==> config.mk <==
export PLATFORM = sky130hd
export DESIGN_NAME = serial_word_comparator_flat
export DESIGN_NICKNAME = d
export VERILOG_FILES = /design/src/rtl/serial_word_comparator_if.sv /design/src/rtl/serial_word_comparator.sv /design/src/flat_wrapper.sv
export SDC_FILE = /design/constraint.sdc
export NUM_CORES = 1
export LEC_CHECK = 0
export ABC_AREA = 0
export CAP_MARGIN = 20
export CORE_MARGIN = 2
export CORE_UTILIZATION = 54
export CTS_CLUSTER_DIAMETER = 100
export CTS_CLUSTER_SIZE = 25
export DETAILED_ROUTE_END_ITERATION = 6
export GPL_ROUTABILITY_DRIVEN = 0
export PLACE_DENSITY = 0.86
export SLEW_MARGIN = 20
export SYNTH_ARGS = -nofsm -noshare
export SYNTH_HDL_FRONTEND = slang
export SYNTH_SLANG_ARGS = --single-unit
==> constraint.sdc <==
create_clock -name clk -period 4 [get_ports clk]
set_input_delay 0.8 -clock clk [delete_from_list [all_inputs] [get_ports clk]]
set_output_delay 0.8 -clock clk [all_outputs]
set_load 0.02 [all_outputs]
==> src/rtl/serial_word_comparator_if.sv <==
// Start/result bundle for serial_word_comparator: operands and start go in; busy,
// done and the eq/gt/lt verdict come back.
interface serial_word_comparator_if #(
  parameter int unsigned WIDTH = 8
);
  logic             start;
  logic [WIDTH-1:0] a_in;
  logic [WIDTH-1:0] b_in;
  logic             busy;
  logic             done;
  logic             eq;
  logic             gt;
  logic             lt;

  modport master (
    output start, a_in, b_in,
    input  busy, done, eq, gt, lt
  );

  modport slave (
    input  start, a_in, b_in,
    output busy, done, eq, gt, lt
  );
endinterface

==> src/rtl/serial_word_comparator.sv <==
// Bit-serial, MSB-first unsigned magnitude/equality comparator with start/busy/done.
// Define SERIAL_CMP_EARLY_EXIT_EN to finish on the first differing bit pair.
module serial_word_comparator #(
  parameter int unsigned WIDTH = 8
) (
  input  logic                   clk,
  input  logic                   reset,
  serial_word_comparator_if.slave bus
);
  localparam int unsigned CntW = (WIDTH > 1) ? $clog2(WIDTH) : 1;

  typedef enum logic [1:0] {StIdle, StCompare, StDone} state_e;

  state_e           state_q, state_d;
  logic [WIDTH-1:0] sa_q, sa_d, sb_q, sb_d;
  logic [CntW-1:0]  cnt_q, cnt_d;
  logic             decided_q, decided_d;
  logic             gt_acc_q, gt_acc_d, lt_acc_q, lt_acc_d;
  logic             eq_q, eq_d, gt_q, gt_d, lt_q, lt_d;
  logic             msb_a, msb_b, bit_eq, finish;

  assign msb_a  = sa_q[WIDTH-1];
  assign msb_b  = sb_q[WIDTH-1];
  assign bit_eq = (~msb_a & ~msb_b) | (msb_a & msb_b);

`ifdef SERIAL_CMP_EARLY_EXIT_EN
  assign finish = (cnt_q == '0) || (!decided_q && !bit_eq);
`else
  assign finish = (cnt_q == '0);
`endif

  always_comb begin
    state_d   = state_q;
    sa_d      = sa_q;
    sb_d      = sb_q;
    cnt_d     = cnt_q;
    decided_d = decided_q;
    gt_acc_d  = gt_acc_q;
    lt_acc_d  = lt_acc_q;
    eq_d      = eq_q;
    gt_d      = gt_q;
    lt_d      = lt_q;
    unique case (state_q)
      StIdle: begin
        if (bus.start) begin
          sa_d      = bus.a_in;
          sb_d      = bus.b_in;
          cnt_d     = CntW'(WIDTH - 1);
          decided_d = 1'b0;
          gt_acc_d  = 1'b0;
          lt_acc_d  = 1'b0;
          state_d   = StCompare;
        end
      end
      StCompare: begin
        // The first differing bit pair fixes the verdict; later bits are ignored.
        if (!decided_q && !bit_eq) begin
          decided_d = 1'b1;
          gt_acc_d  = msb_a;
          lt_acc_d  = msb_b;
        end
        sa_d = sa_q << 1;
        sb_d = sb_q << 1;
        if (cnt_q != '0) cnt_d = cnt_q - CntW'(1);
        if (finish) begin
          eq_d    = ~decided_d;
          gt_d    = gt_acc_d;
          lt_d    = lt_acc_d;
          state_d = StDone;
        end
      end
      StDone:  state_d = StIdle;
      default: state_d = StIdle;
    endcase
  end

  always_ff @(posedge clk) begin
    if (reset) begin
      state_q   <= StIdle;
      sa_q      <= '0;
      sb_q      <= '0;
      cnt_q     <= '0;
      decided_q <= 1'b0;
      gt_acc_q  <= 1'b0;
      lt_acc_q  <= 1'b0;
      eq_q      <= 1'b0;
      gt_q      <= 1'b0;
      lt_q      <= 1'b0;
    end else begin
      state_q   <= state_d;
      sa_q      <= sa_d;
      sb_q      <= sb_d;
      cnt_q     <= cnt_d;
      decided_q <= decided_d;
      gt_acc_q  <= gt_acc_d;
      lt_acc_q  <= lt_acc_d;
      eq_q      <= eq_d;
      gt_q      <= gt_d;
      lt_q      <= lt_d;
    end
  end

  assign bus.busy = (state_q == StCompare);
  assign bus.done = (state_q == StDone);
  assign bus.eq   = eq_q;
  assign bus.gt   = gt_q;
  assign bus.lt   = lt_q;
endmodule
==> src/flat_wrapper.sv <==
// flat-port wrapper written by rule: the top's interface ports become plain ports
module serial_word_comparator_flat 
#(
  parameter int unsigned WIDTH = 8
)
  (clk, reset, bus_start, bus_a_in, bus_b_in, bus_busy, bus_done, bus_eq, bus_gt, bus_lt);
  serial_word_comparator_if #(.WIDTH(WIDTH)) bus_i ();
  input  logic clk;
  input  logic reset;
  input wire logic [$bits(bus_i.start)-1:0] bus_start;
  input wire logic [$bits(bus_i.a_in)-1:0] bus_a_in;
  input wire logic [$bits(bus_i.b_in)-1:0] bus_b_in;
  output wire logic [$bits(bus_i.busy)-1:0] bus_busy;
  output wire logic [$bits(bus_i.done)-1:0] bus_done;
  output wire logic [$bits(bus_i.eq)-1:0] bus_eq;
  output wire logic [$bits(bus_i.gt)-1:0] bus_gt;
  output wire logic [$bits(bus_i.lt)-1:0] bus_lt;
  assign bus_i.start = bus_start;
  assign bus_i.a_in = bus_a_in;
  assign bus_i.b_in = bus_b_in;
  assign bus_busy = bus_i.busy;
  assign bus_done = bus_i.done;
  assign bus_eq = bus_i.eq;
  assign bus_gt = bus_i.gt;
  assign bus_lt = bus_i.lt;
  serial_word_comparator #(.WIDTH(WIDTH)) u_core (.clk(clk), .reset(reset), .bus(bus_i));
endmodule
==> results.sh <==
export IMPL_synth_largest_area_cell="dfxtp_1"
export IMPL_antenna_found_initial=0
export IMPL_fin_cells=201
export IMPL_slowest_delay_ns=0.71
export IMPL_cts_tree="built"
export IMPL_endpoint_kind="output pin"
export IMPL_ys_flop_type="dfxtp_1"
export IMPL_n_fill_cell=186
export IMPL_grt_overflow=0
export IMPL_fin_crit_ns=3.40
export IMPL_cp_arrival_ns=2.60
export IMPL_grt_max_degree=32
export IMPL_placedCellCount=197
export IMPL_tightest_slew_ns=1.02
export IMPL_die_y_um=52.8
export IMPL_relSlewSlack_pct=32.0
export IMPL_fp_row_count=17
export IMPL_power_density_nw_per_um2=395
export IMPL_diodes=0
export IMPL_async_flop_share_pct=0
export IMPL_cellLeakagePower_uw=0.000587
export IMPL_grt_pass1_vias=964
export IMPL_cp_max_fo=20
export IMPL_rsz0062_at_grt="false"
export IMPL_max_freq_mhz=294
export IMPL_hold_viol=0
export IMPL_root_buffer="clkbuf_4"
export IMPL_cts_buffer_depth=2
export IMPL_synth_edf_count=0
export IMPL_yosys_area_top_type_share_pct=42.0
export IMPL_syn_area_um2=1290
export IMPL_synth_seq_area_share_pct=42.0
export IMPL_grt_pass1_wl_um=4120
export IMPL_cp_start_kind="flip-flop"
export IMPL_whs_ns=0.481
export IMPL_crit_path_top_delay_cell="clkdlybuf4s50_1"
export IMPL_synth_nets=178
export IMPL_dieArea_um2=2790
export IMPL_synth_area_leaders="dfxtp_1 42%, a21oi_1 7.8%, a211oi_1 7.0%"
export IMPL_synthesis_area_per_instance_um2=8.19
export IMPL_cts_buffers=3
export IMPL_totalWireLength_um=2600
export IMPL_viasPerCell=5.70
export IMPL_ys_ff_latch=27
export IMPL_status="complete, no violations"
export IMPL_ant_nets=0
export IMPL_drive_gt1_share_pct=4.62
export IMPL_clk_pin_slew_ns=0.14
export IMPL_wl_per_cell_um=12.9
export IMPL_dr_pass1_iters=4
export IMPL_tns_ns=0
export IMPL_core_um2=2230
export IMPL_io_pins=24
export IMPL_drt_iter0_drc=20
export IMPL_clock_sinks=27
export IMPL_skew_ns=0.00431
export IMPL_finalCritPeriodShare_pct=85.0
export IMPL_route_detailed_drc=0
export IMPL_synth_cells=157
export IMPL_dp_hpwl_um=1840
export IMPL_nNetsFinal=195
export IMPL_area_delta_synth_final_pct=18.2
export IMPL_die_x_um=52.8
export IMPL_max_cap_viol_count=0
export IMPL_worstSkewPairLatency_ns=0.32
export IMPL_post_cts_resized=0
export IMPL_path_cells="nand2b_1 -> inv_1 -> clkdlybuf4s50_1"
export IMPL_utilization_pct=68.1
export IMPL_final_setup_viol_count=0
export IMPL_cp_data_required_time_ns=3.20
export IMPL_initial_core_util_pct=57.6
export IMPL_grt_usage_pct=19.9
export IMPL_io_buffers=23
export IMPL_cts_setup_buffers=0
export IMPL_cp_top_family="buffers and inverters"
export IMPL_netlist_cell_type_count=34
export IMPL_vias=1146
export IMPL_crit_type="reg2out"
export IMPL_ir_drop_v=0.000214
export IMPL_crit_buf_inv=2
export IMPL_min_path_type="reg2reg"
export IMPL_yosysWarnings=0
export IMPL_postCtsHoldBufs=0
export IMPL_h_tree_depth=1
export IMPL_report_final_slew_viol_count=0
==> state kept, by name, indices dropped and copies added (netlist names) <==
signal            flops
u_core.sa_q           8
u_core.sb_q           8
u_core.cnt_q          3
u_core.state_q        2
u_core.bus.eq         1
u_core.bus.gt         1
u_core.bus.lt         1
u_core.decided_q      1
u_core.gt_acc_q       1
u_core.lt_acc_q       1
==> cell usage in the layout, fill, tap and decap left out, types with 2 or more instances in the layout <==
cell type / instances
dfxtp_1: 27
a21oi_1: 20
a211oi_1: 12
o22ai_1: 2
ha_1: 2
o21ai_0: 4
nor3_1: 3
nand2_1: 17
clkbuf_4: 3
o32ai_1: 2
inv_1: 7
a311oi_1: 3
clkdlybuf4s50_1: 23
nand2b_1: 8
nor2b_1: 3
nor2_1: 19
==> power breakdown <==
| group | total (uW) | switching, uW | internal (uW) |
|---|---|---|---|
| registers | 324 | 24.8 | 300 |
| clock network | 116 | 77.1 | 39.0 |
| logic | 159 | 84.3 | 75.0 |
| total | 600 | 186 | 414 |
==> metal layers <==
metal,wire length (um),part of all wire [%],up-vias,GRT usage (%)
met5,0,0,-,0
met4,13,0.50,0,6.41
met3,100,3.8,2,2.57
met2,1270,49,23,32.9
met1,1220,47,536,26.8
li1,-,-,585,-
==> cell type report <==
type	instances	area [um2]	share of cell area, %
repair buffers	23	230	15.1
well taps	28	35.0	2.30
inverters	7	26.3	1.73
flip-flops and latches	27	541	35.6
clock buffers	4	26.3	1.73
multi-input cells	112	662	43.5
==> worst paths after layout <==
kind	start	endpoint	slack, ns	depth (start not counted)
hold / removal	u_core.bus.eq$_SDFFE_PP0P_	u_core.bus.eq$_SDFFE_PP0P_	0.48	2
setup / recovery	u_core.state_q[0]$_SDFFE_PP0P_	bus_busy	0.60	3
setup reg to reg	u_core.state_q[1]$_SDFFE_PP0P_	u_core.cnt_q[1]$_SDFFE_PP0P_	1.81	4
hold reg to reg	u_core.bus.eq$_SDFFE_PP0P_	u_core.bus.eq$_SDFFE_PP0P_	0.48	2
==> stage by stage <==
stage / setup slack, ns / area, um2 / power, uW
floorplan: 2.27 / 1290 / 443
global placement: 1.10 / 1490 / 482
detailed placement: 0.998 / 1490 / 489
CTS: 0.616 / 1520 / 603
global route: 0.405 / 1520 / 634
finish: 0.600 / 1520 / 600
==> worst register-to-register path, delay by kind of cell (launching register included) <==
| kind | cells | cell delay (ns) |
|---|---|---|
| and+or+nand+nor | 1 | 0.61 |
| DFF | 1 | 0.56 |
| AOI/OAI and AO/OA | 2 | 0.51 |
| buffers and inverters | 1 | 0.43 |
==> cells by family after synthesis <==
family / share of synthesized area, %
AO/OA/AOI/OAI: 27.2
adder cells (fa/ha/maj): 1.95
buffers and inverters: 6.52
flip-flops: 42.0
XOR/XNOR: 0.681
multiplexers: 0.778
AND/OR/NAND/NOR: 20.8
==> Yosys cell counts (2+ instances only) <==
cell,n
a211oi_1,12
a21oi_1,20
a311oi_1,3
buf_2,4
buf_4,3
clkbuf_1,4
dfxtp_1,27
ha_1,2
inv_1,7
nand2_1,17
nand2b_1,8
nor2_1,19
nor2b_1,3
nor3_1,3
o21ai_0,4
o22ai_1,2
o32ai_1,2
Note: power is estimated with default switching activity, not from simulation.
